**config.mk**
```make
export PLATFORM = sky130hd
export DESIGN_NAME = spectag_allocator_flat
export DESIGN_NICKNAME = d
export VERILOG_FILES = /design/src/rtl/spectag_allocator_pkg.sv /design/src/rtl/spectag_allocator_if.sv /design/src/rtl/spectag_allocator.sv /design/src/flat_wrapper.sv
export SDC_FILE = /design/constraint.sdc
export NUM_CORES = 1
export LEC_CHECK = 0
export BUFFER_PORTS_ARGS = -buffer_cell sky130_fd_sc_hd__buf_2
export CORE_MARGIN = 5
export CORE_UTILIZATION = 50
export DETAILED_ROUTE_END_ITERATION = 10
export GPL_TIMING_DRIVEN = 0
export PLACE_DENSITY = 0.84
export SYNTH_ARGS = -nofsm -noshare
export SYNTH_HDL_FRONTEND = slang
export SYNTH_SLANG_ARGS = --single-unit
export TNS_END_PERCENT = 1
```
**constraint.sdc**
```tcl
create_clock -name clk -period 9.5 [get_ports clk]
set_clock_uncertainty 0.1 [all_clocks]
set_input_delay 2.85 -clock clk [delete_from_list [all_inputs] [get_ports clk]]
set_output_delay 2.85 -clock clk [all_outputs]
set_load 0.005 [all_outputs]
```
**src/rtl/spectag_allocator_pkg.sv**
```systemverilog
// Shared speculative-tag types, limits and one-hot rotate helpers.
// Used by the allocator and the miss-prediction fix table.
package spectag_allocator_pkg;
    localparam int SPECTAG_LEN     = 5;
    localparam int MAX_OUTSTANDING = 5;

    typedef logic [SPECTAG_LEN-1:0] spectag_t;
    typedef logic [2:0]             cnt_t;

    function automatic spectag_t spectag_next(input spectag_t t);
        return {t[SPECTAG_LEN-2:0], t[SPECTAG_LEN-1]};
    endfunction

    function automatic spectag_t spectag_prev(input spectag_t t);
        return {t[0], t[SPECTAG_LEN-1:1]};
    endfunction
endpackage

```
**src/rtl/spectag_allocator_if.sv**
```systemverilog
// Decode/resolve bundle between rename and the speculative-tag allocator.
// full_cycles exists only when SPECTAG_STATS_EN is defined.
interface spectag_allocator_if;
    import spectag_allocator_pkg::*;

    logic     inst1_isbranch;
    logic     inst2_isbranch;
    logic     inst1_inv;
    logic     inst2_inv;
    logic     stall_in;
    logic     prsuccess;
    logic     prmiss;
    spectag_t prmiss_tag;
    spectag_t inst1_spectag;
    spectag_t inst2_spectag;
    spectag_t setspec1_tag;
    spectag_t setspec2_tag;
    logic     setspec1_en;
    logic     setspec2_en;
    logic     branch_full;
    cnt_t     outstanding;
`ifdef SPECTAG_STATS_EN
    logic [15:0] full_cycles;
`endif

    modport master (
        output inst1_isbranch, inst2_isbranch, inst1_inv, inst2_inv,
               stall_in, prsuccess, prmiss, prmiss_tag,
        input  inst1_spectag, inst2_spectag, setspec1_tag, setspec2_tag,
               setspec1_en, setspec2_en, branch_full, outstanding
`ifdef SPECTAG_STATS_EN
        , input full_cycles
`endif
    );

    modport slave (
        input  inst1_isbranch, inst2_isbranch, inst1_inv, inst2_inv,
               stall_in, prsuccess, prmiss, prmiss_tag,
        output inst1_spectag, inst2_spectag, setspec1_tag, setspec2_tag,
               setspec1_en, setspec2_en, branch_full, outstanding
`ifdef SPECTAG_STATS_EN
        , output full_cycles
`endif
    );
endinterface

```
**src/rtl/spectag_allocator.sv**
```systemverilog
// Speculative branch tag allocator for a 2-wide decode pair; outputs are combinational, state updates next edge.
// Pair allocates atomically or stalls via branch_full; SPECTAG_STATS_EN adds a saturating full-cycle counter.
module spectag_allocator
    import spectag_allocator_pkg::*;
(
    input  logic                clk,
    input  logic                reset,
    spectag_allocator_if.slave  bus
);
    spectag_t   r_cur_tag;
    cnt_t       r_cnt;

    logic       w_b1;
    logic       w_b2;
    logic [1:0] w_nreq;
    logic [3:0] w_sum;
    logic       w_full;
    logic       w_alloc;
    spectag_t   w_tag1;
    spectag_t   w_tag2;
    cnt_t       w_base;
    cnt_t       w_cnt_nx;

    assign w_b1    = bus.inst1_isbranch & ~bus.inst1_inv;
    assign w_b2    = bus.inst2_isbranch & ~bus.inst2_inv;
    assign w_nreq  = {1'b0, w_b1} + {1'b0, w_b2};
    // Same-cycle prsuccess is deliberately not credited against the limit.
    assign w_sum   = {1'b0, r_cnt} + {2'b00, w_nreq};
    assign w_full  = w_sum > 4'(MAX_OUTSTANDING);
    assign w_alloc = ~w_full & ~bus.stall_in & ~bus.prmiss;
    assign w_tag1  = w_b1 ? spectag_next(r_cur_tag) : r_cur_tag;
    assign w_tag2  = w_b2 ? spectag_next(w_tag1) : w_tag1;

    assign bus.inst1_spectag = w_tag1;
    assign bus.inst2_spectag = w_tag2;
    assign bus.setspec1_tag  = w_tag1;
    assign bus.setspec2_tag  = w_tag2;
    assign bus.setspec1_en   = w_b1 & w_alloc;
    assign bus.setspec2_en   = w_b2 & w_alloc;
    assign bus.branch_full   = w_full;
    assign bus.outstanding   = r_cnt;

    always_comb begin
        w_base   = w_alloc ? w_sum[2:0] : r_cnt;
        w_cnt_nx = w_base;
        if (bus.prsuccess && (w_base != 3'd0)) begin
            w_cnt_nx = w_base - 3'd1;
        end
    end

    always_ff @(posedge clk or posedge reset) begin
        if (reset) begin
            r_cur_tag <= spectag_t'(1);
            r_cnt     <= '0;
        end else if (bus.prmiss) begin
            r_cur_tag <= spectag_prev(bus.prmiss_tag);
            r_cnt     <= '0;
        end else begin
            if (w_alloc) begin
                r_cur_tag <= w_tag2;
            end
            r_cnt <= w_cnt_nx;
        end
    end

`ifdef SPECTAG_STATS_EN
    logic [15:0] r_full_cycles;

    always_ff @(posedge clk or posedge reset) begin
        if (reset) begin
            r_full_cycles <= '0;
        end else if (w_full && (w_nreq != 2'd0) && !bus.stall_in
                     && (r_full_cycles != 16'hFFFF)) begin
            r_full_cycles <= r_full_cycles + 16'd1;
        end
    end

    assign bus.full_cycles = r_full_cycles;
`endif

`ifndef SYNTHESIS
    a_state_legal: assert property (@(posedge clk) disable iff (reset)
        ($onehot(r_cur_tag) && (r_cnt <= 3'(MAX_OUTSTANDING))));
`endif
endmodule

```
**src/flat_wrapper.sv**
```systemverilog
// flat-port wrapper written by rule: the top's interface ports become plain ports
module spectag_allocator_flat import spectag_allocator_pkg::*;
  (clk, reset, bus_inst1_isbranch, bus_inst2_isbranch, bus_inst1_inv, bus_inst2_inv, bus_stall_in, bus_prsuccess, bus_prmiss, bus_prmiss_tag, bus_inst1_spectag, bus_inst2_spectag, bus_setspec1_tag, bus_setspec2_tag, bus_setspec1_en, bus_setspec2_en, bus_branch_full, bus_outstanding);
  spectag_allocator_if bus_i ();
  input  logic clk;
  input  logic reset;
  input wire logic [$bits(bus_i.inst1_isbranch)-1:0] bus_inst1_isbranch;
  input wire logic [$bits(bus_i.inst2_isbranch)-1:0] bus_inst2_isbranch;
  input wire logic [$bits(bus_i.inst1_inv)-1:0] bus_inst1_inv;
  input wire logic [$bits(bus_i.inst2_inv)-1:0] bus_inst2_inv;
  input wire logic [$bits(bus_i.stall_in)-1:0] bus_stall_in;
  input wire logic [$bits(bus_i.prsuccess)-1:0] bus_prsuccess;
  input wire logic [$bits(bus_i.prmiss)-1:0] bus_prmiss;
  input wire logic [$bits(bus_i.prmiss_tag)-1:0] bus_prmiss_tag;
  output wire logic [$bits(bus_i.inst1_spectag)-1:0] bus_inst1_spectag;
  output wire logic [$bits(bus_i.inst2_spectag)-1:0] bus_inst2_spectag;
  output wire logic [$bits(bus_i.setspec1_tag)-1:0] bus_setspec1_tag;
  output wire logic [$bits(bus_i.setspec2_tag)-1:0] bus_setspec2_tag;
  output wire logic [$bits(bus_i.setspec1_en)-1:0] bus_setspec1_en;
  output wire logic [$bits(bus_i.setspec2_en)-1:0] bus_setspec2_en;
  output wire logic [$bits(bus_i.branch_full)-1:0] bus_branch_full;
  output wire logic [$bits(bus_i.outstanding)-1:0] bus_outstanding;
  assign bus_i.inst1_isbranch = bus_inst1_isbranch;
  assign bus_i.inst2_isbranch = bus_inst2_isbranch;
  assign bus_i.inst1_inv = bus_inst1_inv;
  assign bus_i.inst2_inv = bus_inst2_inv;
  assign bus_i.stall_in = bus_stall_in;
  assign bus_i.prsuccess = bus_prsuccess;
  assign bus_i.prmiss = bus_prmiss;
  assign bus_i.prmiss_tag = bus_prmiss_tag;
  assign bus_inst1_spectag = bus_i.inst1_spectag;
  assign bus_inst2_spectag = bus_i.inst2_spectag;
  assign bus_setspec1_tag = bus_i.setspec1_tag;
  assign bus_setspec2_tag = bus_i.setspec2_tag;
  assign bus_setspec1_en = bus_i.setspec1_en;
  assign bus_setspec2_en = bus_i.setspec2_en;
  assign bus_branch_full = bus_i.branch_full;
  assign bus_outstanding = bus_i.outstanding;
  spectag_allocator u_core (.clk(clk), .reset(reset), .bus(bus_i));
endmodule
```
==> metrics.txt, run 1 <==
dpl cell area=1120 um^2; Yosys reg bits=8; post-synthesis mux area share=6.84%; post-synthesis adder-cell area fraction=4.19%; Post-DRT Antenna Nets=0; Top FF cell, synth=dfrtp_1; dpl ws=1.77 ns; area delta synth->final=27.7%; Critical Path AT=4.79 ns; Syn Nets=131; status=complete, no violations; CTS Root Cell=clkbuf_4; GRT Resource Usage Total=16.1%; Combinational Power Share=57.9%; Fillers=160; Syn Inst Count=114; clock power share=13.8%; layout cells sized above 1=39.1%; initial core utilization=52.5%; Ant. Diodes=0; initial antenna violation count=0; critical path capture point type=primary output; main combinational cell family by area after synthesis=simple AND/OR/NAND/NOR gates; sequential area share after synthesis=22.5%; Yosys cell types=42; Seq pwr share=28.2%; Worst setup SP type=input pin; final core utilization=67.0%; Clock Tree Buf Depth=2; CTS clk-pin slew, worst paths=0.06 ns; largest net degree at the start of global routing=11; fin. max-slew vios=0; Setup CP Type=input pin to primary output; RSZ-0062 raised after global routing=no; Congestion Overflow GR=0; vias per inst=5.11; number of flops mapped to enable cells by yosys=0; Max stage delay on crit path=0.31 ns; CP Data Required Time=6.55 ns; Synth Area in Simple Gates=28.2%; Int Power=0.119 mW; Leak=0.605 nW; most repeated library cell on the critical path=buf_2; Crit Path Max Fanout=10; CTS buffer count=3; hold crit path type=register to register; IO Pins=40; YS warnings=0; netlist area before placement=896 um^2; Tmin final=7.74 ns; worst setup margin=1.76 ns; Vias=925; slowest stage cell, crit path=or2_2; Final setup viols=0; relative max-transition margin=68.4%; die height=52.3 um; worst path buffer plus inverter count=3; CTS tree=done; pwr dens=176 nW/um^2; global-route wire length before repair=3430 um; Final nets=174; WL met1=978 um; FMAX=0.129 GHz; HPWL after DPL=1800 um; cell family with the largest share of critical-path delay=simple AND/OR/NAND/NOR gates; first-pass detailed-route iteration total=4; ys async rst share=100%; Top Metal Used=met4; Met3 Wirelength=135 um; H-tree depth=1; Port Buffers=38; DR WL/cell=12.0 um; compound-cell area share of the yosys netlist=20.3%; clock sink total=8; row cnt=15; die area=2740 um^2; Die Span X=52.3 um; Reg2Reg Setup Slack=6.38 ns; worst IR drop on VDD=0.000118 V; cells along the critical path=buf_2 -> nor2b_1 -> buf_2 -> xnor2_1 -> ha_1 -> or2_2 -> ha_1 -> xor2_1 -> nand2_1 -> and4_1 -> buf_2; max_cap viols=0; final wirelength=2180 um; met2 wire length=1060 um; Final Hold Vio Count=0; initial DRC count=16; Final Wtd Congestion=0.866; Post-CTS Hold Buffers=0; vias in the first global route=793; Mean Syn Cell Area=7.86 um^2; post-cts repair resize count=0; xor and xnor area share after synthesis=2.93%; sw frac=41.1%; fin crit share=81.5%; P_sw=0.0827 mW; clock latency on the worst-skew pair=0.25 ns; slew of the pin with the lowest slew margin=0.473 ns; final non-filler cell area=1140 um^2; setup tns final=0 ns; DRC=0; core box area=1710 um^2; Setup Fix Bufs, Post-CTS=0
registers in the layout (all words and copies together) (netlist names):
name and count:
u_core.r_cur_tag 5, u_core.bus.outstanding 3
worst paths after layout:
check	startpoint	endpoint	cells after the start
max in group asynchronous	reset	u_core.r_cur_tag[0]$_DFFE_PP1P_	2
worst max register to register	u_core.bus.outstanding[0]$_DFF_PP0_	u_core.bus.outstanding[1]$_DFF_PP0_	13
worst max-delay path	bus_inst1_isbranch	bus_setspec2_en	11
worst min register to register	u_core.r_cur_tag[0]$_DFFE_PP1P_	u_core.r_cur_tag[0]$_DFFE_PP1P_	2
worst min-delay path	u_core.r_cur_tag[0]$_DFFE_PP1P_	u_core.r_cur_tag[0]$_DFFE_PP1P_	2
min in group asynchronous	reset	u_core.r_cur_tag[2]$_DFFE_PP0P_	2
through the flow:
stage	hold slack, ns	power [mW]	cells
6_report	0.502	0.202	181
5_1_grt	0.539	0.219	181
2_1_floorplan	0.450	0.135	114
3_5_place_dp	0.502	0.174	177
4_1_cts	0.504	0.203	181
3_3_place_gp	0.493	0.168	177
cell families (layout without fill, tap and decap cells):
| group | after synthesis | after routing |
|---|---|---|
| and+or+nand+nor | 45 | 45 |
| AOI/OAI and AO/OA | 26 | 26 |
| buffers and inverters | 23 | 65 |
| DFF | 8 | 8 |
| muxes | 6 | 6 |
| adders and majority gates | 3 | 3 |
| xor gates and xnor gates | 3 | 3 |
tightest hold or removal path: cells and delay by family, from the launching register on:
family | cells | cell delay [ns]
DFF | 1 | 0.39
muxes | 1 | 0.14
AOI/OAI and AO/OA | 1 | 0.07
layout make-up:
type | instances | area, um^2 | area share, %
multi-input cells | 83 | 559 | 48.9
well taps | 25 | 31.3 | 2.74
repair buffers | 38 | 190 | 16.6
plain buffers | 16 | 109 | 9.52
clock buffers | 4 | 26.3 | 2.30
flip-flops and latches | 8 | 201 | 17.6
inverters | 7 | 26.3 | 2.30
synthesized netlist by cell type, types with 3 or more instances:
cell      count  share of area [%]
nand3_1       3                1.7
nor3_1        5                2.8
nor2_1        7                2.9
nor2b_1       3                2.1
mux2i_1       5                5.6
buf_2         3                1.7
dfrtp_1       7                 20
nand2_1      12                5.0
o21ai_0       5                2.8
o21ai_1       5                2.8
ha_1          3                4.2
inv_1         7                2.9
buf_4        10                8.4
a211oi_1      6                5.0
per-layer routing:
metal | up-vias | track usage, %
li1 | 481 | -
met1 | 410 | 20.8
met2 | 32 | 27.1
met3 | 2 | 1.99
met4 | 0 | 5.53
met5 | - | 0
layout by cell type, fill, tap and decap left out, types with 6 or more instances in the layout:
master,count
dfrtp_1,7
nor2_1,7
buf_4,10
nand2_1,12
inv_1,7
a211oi_1,6
buf_2,41
power groups by stage:
stage	combinational (mW)	sequential, mW	clock [mW]
2_1_floorplan	0.0809	0.0543	0
3_3_place_gp	0.112	0.0561	0
3_5_place_dp	0.118	0.0566	0
4_1_cts	0.118	0.0562	0.0285
5_1_grt	0.131	0.0582	0.0297
6_report	0.117	0.0569	0.0279
(Power assumes the default switching activity.)
==> inputs of run 2 (changes only) <==
Settings changed: CORE_UTILIZATION 50 to 42, PLACE_DENSITY 0.84 to 0.75.
Clock period 9.5 ns to 6.26 ns, I/O delays scaled along.
==> metrics.txt, run 2 (synthesis results as in run 1) <==
global-route wire length before repair=3850 um; Final nets=174; Ant. Diodes=0; Setup CP Type=input pin to primary output; Leak=0.605 nW; die height=56.2 um; slew of the pin with the lowest slew margin=0.516 ns; Max stage delay on crit path=0.31 ns; FMAX=0.170 GHz; Worst Hold End=u_core.r_cur_tag[0]$_DFFE_PP1P_; worst path buffer plus inverter count=3; final wirelength=2360 um; pwr dens=272 nW/um^2; core box area=2000 um^2; Clock Tree Buf Depth=2; initial DRC count=15; IO Pins=40; RSZ-0062 raised after global routing=no; Seq pwr share=28.0%; P_sw=0.131 mW; most repeated library cell on the critical path=buf_2; fin crit share=93.7%; initial core utilization=44.7%; clock power share=14.1%; FF-to-FF path depth=13; Final setup viols=0; grt peak-use layer=met2; area delta synth->final=27.9%; Critical R2R Capture=u_core.bus.outstanding[1]$_DFF_PP0_; sw frac=42.0%; FF-to-FF Start=u_core.bus.outstanding[0]$_DFF_PP0_; Worst setup SP type=input pin; layout cells sized above 1=39.1%; relative max-transition margin=65.5%; worst IR drop on VDD=0.000214 V; commonest cells after routing, fill and taps aside=41 x buf_2, 12 x nand2_1, 10 x buf_4; met2 Use GR=23.5%; critical path depth=11; Reg2Reg Setup Slack=3.07 ns; Int Power=0.181 mW; max_cap viols=0; met3 usage=3.25%; CTS Root Cell=clkbuf_4; Post-DRT Antenna Nets=0; Final Wtd Congestion=0.812; clock latency on the worst-skew pair=0.26 ns; Die Span X=56.2 um; HPWL after DPL=1910 um; Congestion Overflow GR=0; largest net degree at the start of global routing=11; clock sink total=8; Combinational Power Share=57.9%; post-cts repair resize count=0; Port Buffers=38; Setup Fix Bufs, Post-CTS=0; critical path capture point type=primary output; CTS buffer count=3; DR WL/cell=12.9 um; Tmin final=5.87 ns; hold crit path type=register to register; cells along the critical path=buf_2 -> nor2b_1 -> buf_2 -> xnor2_1 -> ha_1 -> or2_2 -> ha_1 -> xor2_1 -> nand2_1 -> and4_1 -> buf_2; vias in the first global route=875; Critical Path AT=3.89 ns; Vias=948; Crit Path Max Fanout=10; initial antenna violation count=0; DRC=0; status=complete, no violations; CTS clk-pin slew, worst paths=0.05 ns; hold-critical path depth=2; met1 GRT Util=18.0%; fin. max-slew vios=0; slowest stage cell, crit path=or2_2; GRT Resource Usage Total=14.9%; CTS tree=done; cell family with the largest share of critical-path delay=simple AND/OR/NAND/NOR gates; min-delay src=u_core.r_cur_tag[0]$_DFFE_PP1P_; vias per inst=5.18; first-pass detailed-route iteration total=4; row cnt=16; die area=3160 um^2; Final Hold Vio Count=0; H-tree depth=1; Reg with most FFs=u_core.r_cur_tag; total power=0.311 mW; CP Data Required Time=4.28 ns; Post-CTS Hold Buffers=0; number of flip-flops under the largest register name=5; commonest non-fill, non-tap cell in the layout=buf_2; setup tns final=0 ns
[run 2: final cells by class]
type	instances	area [um^2]
Buffer	16	109
Sequential cell	8	201
Inverter	7	26.3
Fill cell	187	856
Tap cell	27	33.8
Clock buffer	4	26.3
Timing Repair Buffer	38	190
Multi-Input combinational cell	83	559
[run 2: worst max path at each step]
stage,startpoint,to,slack (ns)
2_1_floorplan,bus_inst1_isbranch,bus_setspec1_en,0.83
3_3_place_gp,bus_inst1_isbranch,bus_setspec1_en,0.51
3_5_place_dp,bus_inst1_isbranch,bus_setspec1_en,0.41
4_1_cts,bus_inst1_isbranch,bus_setspec1_en,0.40
5_1_grt,bus_inst1_isbranch,bus_setspec1_en,0.24
6_report,bus_inst1_isbranch,bus_setspec1_en,0.39
[run 2: worst min-delay path, delay by kind of cell, from the launching register on]
family	cells	cell delay (ns)
flip-flops	1	0.39
AO/OA/AOI/OAI	1	0.07
multiplexers	1	0.13
[run 2: per-stage QoR]
| step | instance area [um^2] | setup WS (ns) | util, % | instances | hold slack (ns) |
|---|---|---|---|---|---|
| after floorplan | 896 | 0.828 | - | 114 | 0.450 |
| after global placement | 1120 | 0.512 | 55.9 | 179 | 0.493 |
| after detailed placement | 1120 | 0.410 | 55.9 | 179 | 0.490 |
| after CTS | 1150 | 0.398 | 57.3 | 183 | 0.500 |
| after global routing | 1150 | 0.245 | 57.3 | 183 | 0.525 |
| final | 1150 | 0.394 | 57.3 | 183 | 0.496 |
[run 2: power by group through the flow]
| stage | Sequential [mW] | Clock (mW) | Combinational [mW] |
|---|---|---|---|
| after detailed placement | 0.0868 | 0 | 0.179 |
| final | 0.0872 | 0.0438 | 0.180 |
| after global routing | 0.0889 | 0.0485 | 0.201 |
| after CTS | 0.0861 | 0.0454 | 0.181 |
| after floorplan | 0.0824 | 0 | 0.123 |
| after global placement | 0.0859 | 0 | 0.171 |
[run 2: routing by layer]
layer	share of wire [%]	wire, um	vias up
met3	6.8	160	8
met1	44	1040	421
li1	-	-	480
met5	0	0	-
met2	46	1090	39
met4	3.3	78	0
